**config.mk**
```make
export PLATFORM = sky130hd
export DESIGN_NAME = gmii_tx_framer
export DESIGN_NICKNAME = d
export VERILOG_FILES = /design/src/rtl/gmii_tx_framer.sv
export SDC_FILE = /design/constraint.sdc
export NUM_CORES = 1
export LEC_CHECK = 0
export CORE_UTILIZATION = 33
export CTS_BUF_LIST = sky130_fd_sc_hd__clkbuf_2 sky130_fd_sc_hd__clkbuf_4 sky130_fd_sc_hd__clkbuf_8
export DETAILED_ROUTE_END_ITERATION = 10
export GPL_ROUTABILITY_DRIVEN = 0
export PLACE_DENSITY = 0.51
export RECOVER_POWER = 25
export SLEW_MARGIN = 0
export SYNTH_ARGS = -nofsm -noshare
export SYNTH_HDL_FRONTEND = slang
export SYNTH_SLANG_ARGS = --single-unit
```
**constraint.sdc**
```tcl
create_clock -name GMII_GTXCLK -period 2.53 [get_ports GMII_GTXCLK]
set_input_delay 0.759 -clock GMII_GTXCLK [delete_from_list [all_inputs] [get_ports GMII_GTXCLK]]
set_output_delay 0.759 -clock GMII_GTXCLK [all_outputs]
set_load 0.02 [all_outputs]
```
**src/rtl/gmii_tx_framer.sv**
```systemverilog
// gmii_tx_framer: frames a byte stream onto GMII with preamble/SFD, zero padding, CRC-32 FCS and inter-frame gap.
module gmii_tx_framer #(
  parameter int MIN_BYTES = 60,
  parameter int MAX_BYTES = 1514,
  parameter int IFG_BYTES = 12
) (
  input  logic       GMII_GTXCLK,
  input  logic       rst_n,
  input  logic [7:0] s_data,
  input  logic       s_valid,
  input  logic       s_last,
  output logic       s_ready,
  output logic [7:0] GMII_TXD,
  output logic       GMII_TXEN,
  output logic       GMII_TXER,
  output logic       frame_done,
  output logic       err_pulse
);
  typedef enum logic [2:0] {IDLE, PREAMBLE, DATA, PAD, FCS, IFG} state_t;
  localparam logic [10:0] MIN_L = 11'(MIN_BYTES);
  localparam logic [10:0] MAX_L = 11'(MAX_BYTES);
  localparam logic [15:0] IFG_L = 16'(IFG_BYTES - 1);
  state_t state_q, state_d;
  logic [10:0] cnt_q, cnt_d, cnt_inc;
  logic [15:0] aux_q, aux_d;
  logic [31:0] crc_q, crc_d;
  logic [7:0] txd_q, txd_d;
  logic txen_q, txen_d, txer_q, txer_d, done_q, done_d, err_q, err_d;
  function automatic logic [31:0] crc_byte(input logic [31:0] c, input logic [7:0] d);
    logic [31:0] r;
    r = c ^ {24'h0, d};
    for (int i = 0; i < 8; i++) r = r[0] ? (r >> 1) ^ 32'hEDB88320 : r >> 1;
    return r;
  endfunction
  assign cnt_inc = cnt_q + 11'd1;
  assign s_ready = state_q == DATA;
  always_comb begin
    state_d = state_q;
    cnt_d   = cnt_q;
    aux_d   = aux_q;
    crc_d   = crc_q;
    txd_d   = 8'h00;
    txen_d  = 1'b0;
    txer_d  = 1'b0;
    done_d  = 1'b0;
    err_d   = 1'b0;
    case (state_q)
      IDLE: begin
        cnt_d = '0;
        aux_d = '0;
        crc_d = '1;
        if (s_valid) begin
          state_d = PREAMBLE;
          txd_d   = 8'h55;
          txen_d  = 1'b1;
        end
      end
      PREAMBLE: begin
        txen_d  = 1'b1;
        txd_d   = (aux_q == 16'd6) ? 8'hD5 : 8'h55;
        aux_d   = (aux_q == 16'd6) ? 16'd0 : aux_q + 16'd1;
        state_d = (aux_q == 16'd6) ? DATA : PREAMBLE;
      end
      DATA: begin
        txen_d = 1'b1;
        if (s_valid) begin
          txd_d = s_data;
          crc_d = crc_byte(crc_q, s_data);
          cnt_d = cnt_inc;
          if (s_last || cnt_inc == MAX_L) begin
            state_d = (cnt_inc < MIN_L) ? PAD : FCS;
            err_d   = !s_last;
          end
        end else begin
          // underrun: poison the frame and abandon it without an FCS
          txer_d  = 1'b1;
          err_d   = 1'b1;
          state_d = IFG;
        end
      end
      PAD: begin
        txen_d  = 1'b1;
        crc_d   = crc_byte(crc_q, 8'h00);
        cnt_d   = cnt_inc;
        state_d = (cnt_inc >= MIN_L) ? FCS : PAD;
      end
      FCS: begin
        txen_d  = 1'b1;
        txd_d   = ~crc_q[7:0];
        crc_d   = crc_q >> 8;
        aux_d   = (aux_q == 16'd3) ? 16'd0 : aux_q + 16'd1;
        state_d = (aux_q == 16'd3) ? IFG : FCS;
      end
      IFG: begin
        // txer_q still marks an underrun byte on the first gap edge
        done_d  = (aux_q == 16'd0) && !txer_q;
        aux_d   = aux_q + 16'd1;
        state_d = (aux_q == IFG_L) ? IDLE : IFG;
      end
      default: state_d = IDLE;
    endcase
  end
  always_ff @(posedge GMII_GTXCLK or negedge rst_n) begin
    if (!rst_n) begin
      state_q <= IDLE;
      cnt_q   <= '0;
      aux_q   <= '0;
      crc_q   <= '1;
      txd_q   <= '0;
      txen_q  <= 1'b0;
      txer_q  <= 1'b0;
      done_q  <= 1'b0;
      err_q   <= 1'b0;
    end else begin
      state_q <= state_d;
      cnt_q   <= cnt_d;
      aux_q   <= aux_d;
      crc_q   <= crc_d;
      txd_q   <= txd_d;
      txen_q  <= txen_d;
      txer_q  <= txer_d;
      done_q  <= done_d;
      err_q   <= err_d;
    end
  end
  assign GMII_TXD   = txd_q;
  assign GMII_TXEN  = txen_q;
  assign GMII_TXER  = txer_q;
  assign frame_done = done_q;
  assign err_pulse  = err_q;
endmodule

```
== Yosys cells after proc, flatten, opt, wreduce, memory -nomap -nowiden ==
Cells that the tools add are included.
Operators by class
  order comparisons: 2
  bitwise logic cells: 18
  $add $sub $neg: 2
  multipliers: 0
  eq/ne operators: 12
  shifts and indexed selects: 0
  divide/modulo/power cells: 0
  mux-type cells: 44
  reduce and logical (&&, ||, !) cells: 13
Operators by type and width (number)
  32-bit two-way mux: 17
  13-bit inverter with 14-bit output: 16
  32-bit case mux with 4 select lines: 1
  16-bit case mux with 4 select lines: 1
  11-bit case mux with 3 select lines: 1
  16-bit two-way mux: 2
  8-bit case mux with 4 select lines: 1
  32-bit by 8-bit XOR with 32-bit output: 1
  3-bit two-way mux: 6
  3-bit case mux with 6 select lines: 1
  16-bit by 1-bit adder with 16-bit output (second input constant): 1
  16-bit by 2-bit equality test with 1-bit output (second input constant): 1
  16-bit by 3-bit equality test with 1-bit output (second input constant): 1
  16-bit by 4-bit equality test with 1-bit output (second input constant): 1
  16-bit logical NOT: 1
  8-bit two-way mux: 2
  11-bit by 1-bit adder with 11-bit output (second input constant): 1
  11-bit equality test (second input constant): 1
  11-bit by 6-bit greater-or-equal comparator with 1-bit output (second input constant): 1
  11-bit by 6-bit < comparator with 1-bit output (second input constant): 1
  11-bit two-way mux: 1
  1-bit two-way mux: 8
  8-bit inverter: 1
  4-bit nonzero test: 2
  15 further kinds: 21
Storage, ports and cells
  memory bits (read-only): 0
  latch bits: 0
  memories: 0
  flip-flop bits (word level): 74
  memory bits (writable): 0
  input port bits: 12
  output and inout bits: 13

== Depth between registers and ports, before layout ==
Gate-level depths: netlist of the first run.
  depth in word-level cells: 19
  gate-level depth with buffers: 9
  depth with buffers taken out: 8

== Worst setup path before layout of the first run ==
Ideal clock, no wire load.
  path type: in2reg
  from: in s_data[7]
  to: reg crc_q[24]
  setup slack: 195 ps
  arrival: 2275 ps
  library setup time: 60 ps
  buffers on the path: 1
  stages on the path: 7
  cell sequence: buf_2 xnor2_1 xnor2_2 xnor3_1 xnor2_1 o221ai_1 o21a_1
Between the ends
  word-level cells in the longest chain between the ends: 12
Ends and longest elaborated chain
  from (decl): line 9  | input logic [7:0] s_data,
  32-bit by 8-bit XOR with 32-bit output (*): line 31  | r = c ^ {24'h0, d};
  32-bit two-way mux (*): line 32  | for (int i = 0; i < 8; i++) r = r[0] ? (r >> 1) ^ 32'hEDB88320 : r >> 1;
  13-bit inverter with 14-bit output (no line)
  32-bit two-way mux (*) (7 in series): line 32
  32-bit two-way mux (*): line 66  | if (s_valid) begin
  32-bit case mux with 4 select lines (*): line 47  | case (state_q)
  to (signal assigned): line 118  | crc_q <= crc_d;
  to (decl): line 26  | logic [31:0] crc_q, crc_d;
Mark *: on every way between the ends. The rest lies on a longest branch, timed or not. The select of a mux whose other input is x is not followed.
A chain may end at the register's enable or synchronous reset.

== Final worst setup path of the first run ==
  from: in s_data[1]
  to: reg crc_q[24]
Between the ends
  word-level cells in the longest chain between the ends: 15
Ends and longest elaborated chain (line)
  32-bit by 8-bit XOR with 32-bit output (*): 31
  32-bit two-way mux (*) (2 in series): 32
  13-bit inverter with 14-bit output (no line)
  32-bit two-way mux (*) (2 in series): 32
  13-bit inverter with 14-bit output (no line)
  32-bit two-way mux (*): 32
  13-bit inverter with 14-bit output (no line)
  32-bit two-way mux (*) (2 in series): 32
  13-bit inverter with 14-bit output (no line)
  32-bit two-way mux (*): 32
  32-bit two-way mux (*): 66
  32-bit case mux with 4 select lines (*): 47
Marks and branches as above.

==> results.py, run 1 <==
metrics = {
    "sta": {
        "timing.hold.ws_ps": 511,
        "tightestPinTransition_ps": 969,
        "fin_crit_sh_pct": 97.0,
        "finalSetupViolations": 0,
        "finalHoldViolCount": 0,
        "fin_crit_ps": 2450,
        "rsz0062_at_grt": "no",
        "max_clock_freq_mhz": 407,
        "finClkSkew_ps": 12.3,
        "maxSlewHeadroom_pct": 35.4,
        "finalMaxSlewViolations": 0,
    },
    "layout": {
        "nNetsFinal": 707,
        "stdcell_count": 911,
        "n_antenna_cell": 0,
        "fin_area_mm2": 0.00649,
        "final_util_pct": 40.2,
        "drive_above_1_share_pct": 18.7,
        "area_delta_synth_final_pct": 17.7,
    },
    "worst_setup_path": {
        "cpPeakStageDelay_ps": 540,
        "worstPathCellList": "clkdlybuf4s50_1, xnor2_1, xnor2_2, xnor3_1, xnor2_1, o221ai_1, o21a_1",
        "crit_buf_inv": 1,
        "cp-start-kind": "primary input",
        "worstPathMaxFanout": 4,
        "r2r_start": "state_q[1]$_DFFE_PN0P_",
        "cp_top_family": "XOR/XNOR gates",
        "critical_path_arrival_ps": 2770,
        "cpMostUsedCell": "xnor2_1",
        "required_ps": 2840,
        "startpoint": "s_data[1]",
        "critPathSlowestCell": "clkdlybuf4s50_1",
        "crit_type": "in -> reg",
        "crit_path_end_kind": "flop",
    },
    "clock_network": {
        "insertion_delay_ps": 380,
        "clk_pin_slew_ps": 80,
        "cts_buffers": 9,
        "tritoncts": "done",
        "postCtsHoldBufs": 0,
        "clockRootBuffer": "clkbuf_8",
        "htreeDepth": 3,
        "max-clock-path-buffers": 2,
        "cts_sinks": 74,
    },
    "power": {
        "switching_share_pct": 45.7,
        "intPower_mw": 4.76,
        "peakVddDrop_uv": 454,
        "power.total_mw": 8.76,
        "total_leakage_power_nw": 2.51,
        "p_sw_mw": 4.00,
        "p_per_area_mw_per_mm2": 1350,
        "clkPwrFrac_pct": 10.3,
        "p_seq_share_pct": 23.7,
        "pwr-share-comb_pct": 66.0,
    },
    "synthesis": {
        "synth_edf_count": 0,
        "syn_area_per_cell_um2": 8.68,
        "syn-num-nets": 652,
        "synth.distinct_cells": 63,
        "ys_async_sr_fraction_pct": 100,
        "dominantRegCellSynth": "dfrtp_1",
        "yosysSeqAreaShare_pct": 34.3,
        "synth_seq_cells": 74,
        "yosysWarningCount": 0,
        "syn-instance-count": 635,
        "netlist_area_mm2": 0.00551,
    },
    "die": {
        "initial_core_util_pct": 34.2,
        "core_mm2": 0.0161,
        "ios": 25,
        "dieArea_mm2": 0.0172,
        "dieHeight_um": 131,
        "die_width_um": 131,
        "rows": 46,
    },
    "hold_path": {
        "hold_path.class": "in -> async",
    },
    "job": {
        "drv_cap": 0,
    },
    "drt": {
        "ant_nets": 0,
        "via_count": 4713,
        "routed_wirelength_mm": 15.7,
        "drc": 0,
        "viasPerCell": 5.17,
        "drt_iter0_markers": 372,
        "firstDrtPassIters": 5,
        "routedWlPerCell_um": 17.3,
    },
    "grt": {
        "grt_pass1_vias": 4641,
        "grt_max_degree": 39,
        "gr-total-overflow": 0,
        "antenna_found_initial": 0,
        "grt_pass1_wl_mm": 25.5,
        "grt_usage_pct": 19.1,
    },
    "status": {
        "outcome": "complete, no violations",
    },
    "place": {
        "post-place-cells": 895,
        "dpl_cell_area_mm2": 0.00632,
        "io_buffers": 24,
        "dp_hpwl_mm": 11.2,
    },
}
power groups by stage:
| stage | Combinational (mW) | Sequential [mW] | Clock [mW] |
|---|---|---|---|
| floorplan | 4.18 | 1.91 | 0 |
| global placement | 5.72 | 2.08 | 0 |
| finish | 5.78 | 2.08 | 0.901 |
| global route | 6.31 | 2.13 | 0.983 |
| CTS | 5.80 | 2.08 | 0.933 |
| detailed placement | 5.75 | 2.10 | 0 |
cell families after synthesis:
group | synth area share (%)
buf+inv | 3.82
xor+xnor | 23.7
simple gates | 18.6
flops | 34.3
mux | 0.909
compound gates | 17.5
fa+ha+maj | 1.14
synth_stat cells, types with 6 or more instances:
library cell	number	area share [%]
o21ai_0	26	2.4
nand2_1	64	4.4
clkbuf_1	32	2.2
o21ai_1	24	2.2
a21oi_1	41	3.7
dfrtp_1	42	19
buf_2	6	0.55
xnor2_1	82	13
a21o_1	6	0.82
xnor2_2	8	2.4
a221oi_1	10	1.6
a22o_1	6	0.95
nand3_1	23	2.1
nor2b_1	11	1.2
xor2_1	27	4.3
dfstp_2	32	15
a31oi_1	10	1.1
nor2_1	78	5.3
sequential cells by signal (all words and copies together), names as in the netlist:
name / count
cnt_q: 11
state_q: 3
err_pulse: 1
frame_done: 1
GMII_TXER: 1
aux_q: 16
crc_q: 32
GMII_TXD: 8
GMII_TXEN: 1
metrics by stage:
| stage | setup TNS [ps] | worst slack [ps] |
|---|---|---|
| 3_3_place_gp | -3830 | -280 |
| 4_1_cts | 0 | 52.8 |
| 6_report | 0 | 75.7 |
| 3_5_place_dp | -3880 | -308 |
| 2_1_floorplan | 0 | 195 |
| 5_1_grt | 0 | 18.7 |
routing by layer:
layer	up-vias	wire length [µm]	global-route usage, %
met1	2295	7770	27.2
met5	-	0	0
li1	2306	-	-
met4	0	189	5.62
met2	100	7150	29.1
met3	12	611	3.70
placed cells by master, fill, tap and decap left out, drive strengths merged, types with 6 or more instances in the layout:
| cell | instances |
|---|---|
| xnor2 | 92 |
| nor2 | 78 |
| nand2 | 64 |
| buf | 62 |
| o21ai | 50 |
| dfrtp | 42 |
| a21oi | 41 |
| dfstp | 32 |
| xor2 | 31 |
| nand3 | 23 |
| clkdlybuf4s50 | 22 |
| clkbuf | 14 |
| nor2b | 11 |
| a31oi | 10 |
| a221oi | 10 |
| a21o | 6 |
| a22o | 6 |
| inv | 6 |
| nor3 | 6 |
final timing paths:
| check | endpoint | slack (ps) | cells past startpoint |
|---|---|---|---|
| max | crc_q[24]$_DFFE_PN1P_ | 80 | 7 |
| min | cnt_q[2]$_DFFE_PN0P_ | 510 | 1 |
| max reg2reg | crc_q[25]$_DFFE_PN1P_ | 240 | 7 |
| min reg2reg | crc_q[2]$_DFFE_PN1P_ | 530 | 2 |
| max in group asynchronous | cnt_q[9]$_DFFE_PN0P_ | 550 | 2 |
| min in group GMII_GTXCLK | crc_q[2]$_DFFE_PN1P_ | 530 | 2 |
area by class of cell:
| cell class | instances | area, µm² |
|---|---|---|
| clock buffer | 12 | 159 |
| clock inverter | 4 | 26.3 |
| fill | 1649 | 9630 |
| inverter | 6 | 22.5 |
| multi-input combinational | 512 | 3410 |
| sequential | 74 | 1890 |
| tap | 216 | 270 |
| timing repair buffer | 87 | 706 |
what timing repair did:
action,in CTS,in global routing
gates cloned,0,0
setup endpoints to repair,1,1
resized for setup,1,1
pin swaps,0,0
buffers inserted,0,0
Note: power is estimated with default switching activity, not from simulation.
==> run 2, diff against run 1 <==
SLEW_MARGIN = 40   (was 0)
==> results of run 2 <==
No change in the layout: final DEF, timing and power equal those of run 1.
==> run 3, diff against run 2 <==
PLACE_DENSITY = default   (was 0.51)
PLACE_DENSITY_LB_ADDON = 0.25   (was default)
TNS_END_PERCENT = 5   (was default)
==> run 3 against run 2 <==
- the flow now finishes with violations (capacitance limit, slew limit)
- register-to-register slack improved by 50 ps
- power rose by 0.67%
- sequential share of layout area fell by 0.062 points
- worst setup slack improved by 16 ps
- worst hold slack improved by 6.7 ps
- count of clock-buffer cells in the layout fell by 1
- core utilization rose by 0.085 points
- critical path type unchanged
- highest routed layer unchanged
==> results.py, run 3 (synthesized netlist as in run 1, its figures left out) <==
metrics = {
    "status": {
        "outcome": "finished with violations",
        "failed_checks": "capacitance limit, slew limit",
    },
    "layout": {
        "nNetsFinal": 700,
        "drive_above_1_share_pct": 18.2,
        "n_antenna_cell": 0,
        "ff_latch_area_mm2": 0.00189,
        "final_cell_mix": "xnor2_1 (81), nor2_1 (78), nand2_1 (64), buf_4 (54), dfrtp_1 (42)",
        "max_flop_register": "crc_q",
        "nFillCells": 1674,
        "area_delta_synth_final_pct": 18.0,
        "final_common_cell": "xnor2_1",
        "largest_reg_flops": 32,
        "multi_input_area_mm2": 0.00342,
        "top_regs": "crc_q x32, aux_q x16, cnt_q x11",
    },
    "power": {
        "total_leakage_power_nw": 2.52,
        "p_per_area_mw_per_mm2": 1360,
        "peakVddDrop_uv": 565,
    },
    "sta": {
        "max_clock_freq_mhz": 410,
        "finalHoldViolCount": 0,
        "finClkSkew_ps": 11.8,
        "finalSetupViolations": 0,
        "timing.hold.ws_ps": 518,
        "fin_crit_ps": 2440,
        "tightestPinTransition_ps": 1820,
        "maxSlewHeadroom_pct": -21.6,
        "final.setup.worst_slack_ps": 91.7,
        "finalMaxSlewViolations": 31,
        "rsz0062_at_grt": "yes",
        "fin_crit_sh_pct": 96.4,
    },
    "place": {
        "dp_hpwl_mm": 11.1,
        "place_worst_setup_slack_ps": -351,
        "io_buffers": 24,
    },
    "die": {
        "die_width_um": 131,
        "dieArea_mm2": 0.0172,
        "rows": 46,
        "initial_core_util_pct": 34.2,
        "dieHeight_um": 131,
        "core_mm2": 0.0161,
        "ios": 25,
    },
    "drt": {
        "via_count": 4757,
        "ant_nets": 0,
        "drt_iter0_markers": 236,
        "firstDrtPassIters": 5,
        "routed_wirelength_mm": 15.5,
        "drc": 0,
        "routedWlPerCell_um": 17.1,
        "viasPerCell": 5.26,
    },
    "hold_path": {
        "min-delay-start": "crc_q[10]$_DFFE_PN1P_",
        "hold_path.class": "reg -> reg",
    },
    "worst_setup_path": {
        "critical_path_arrival_ps": 2730,
        "worstPathMaxFanout": 4,
        "r2r_start": "state_q[1]$_DFFE_PN0P_",
        "crit_path_end_kind": "flop",
        "crit_type": "in -> reg",
        "reg2reg_setup_slack_ps": 290,
        "cp-start-kind": "primary input",
        "required_ps": 2820,
        "startpoint": "s_data[1]",
    },
    "clock_network": {
        "clockRootBuffer": "clkbuf_8",
        "clk_pin_slew_ps": 70,
        "cts_buffers": 9,
        "insertion_delay_ps": 380,
        "max-clock-path-buffers": 2,
        "tritoncts": "done",
        "post_cts_buffers": 0,
        "postCtsHoldBufs": 0,
        "cts_sinks": 74,
        "htreeDepth": 3,
    },
    "grt": {
        "grt_pass1_vias": 4636,
        "grt_usage_pct": 18.8,
        "grt_pass1_wl_mm": 25.6,
        "grt_max_degree": 45,
        "antenna_found_initial": 0,
        "gr-total-overflow": 0,
    },
    "job": {
        "drv_cap": 1,
    },
}
-- run 3: stage by stage --
step	setup TNS [ps]	instance area, µm²	util [%]	instances	total power, mW
CTS	0	6490	40.3	904	8.85
floorplan	0	5510	-	635	6.08
detailed placement	-4210	6280	39.0	888	7.76
finish	0	6500	40.3	904	8.82
global placement	-3620	6280	39.0	888	7.66
global route	-13.5	6500	40.3	904	9.47
-- run 3: cell type report --
| class | instances | area share, % |
|---|---|---|
| multi-input combinational | 512 | 52.6 |
| inverter | 6 | 0.346 |
| timing repair buffer | 80 | 10.5 |
| clock buffer | 11 | 2.33 |
| sequential | 74 | 29.1 |
| clock inverter | 5 | 0.962 |
| tap | 216 | 4.16 |
-- run 3: worst paths after layout --
check	cells after the start	to
setup / recovery	8	crc_q[8]$_DFFE_PN1P_
hold / removal	2	crc_q[2]$_DFFE_PN1P_
setup reg to reg	7	crc_q[7]$_DFFE_PN1P_
hold reg to reg	2	crc_q[2]$_DFFE_PN1P_
max in group asynchronous	2	crc_q[3]$_DFFE_PN1P_
min in group asynchronous	1	aux_q[5]$_DFFE_PN0P_
-- run 3: critical path, stage by stage --
cell and delay, ps:
clkdlybuf4s50_1 560, xnor2_2 230, xnor2_2 190, xnor2_1 400, buf_4 190, xnor2_1 110
nand2_1 70, a31oi_1 230
-- run 3: where the power goes --
part           switching, mW  total (mW)  internal, mW
combinational           3.10        5.73          2.63
sequential             0.418        2.07          1.65
clock                  0.511        1.02         0.513
-- run 3: repair_timing --
| action | 4_1_cts | 5_1_grt |
|---|---|---|
| endpoints found under the setup margin | 1 | 3 |
| hold endpoints to repair | 0 | 0 |
| resized for setup | 1 | 3 |
-- run 3: routing by layer --
| metal | GRT usage [%] | part of all wire (%) | vias up |
|---|---|---|---|
| li1 | - | - | 2291 |
| met1 | 26.6 | 50 | 2319 |
| met3 | 3.36 | 4.9 | 17 |
| met5 | 0 | 0 | - |
| met2 | 28.0 | 44 | 130 |
| met4 | 7.58 | 1.8 | 0 |
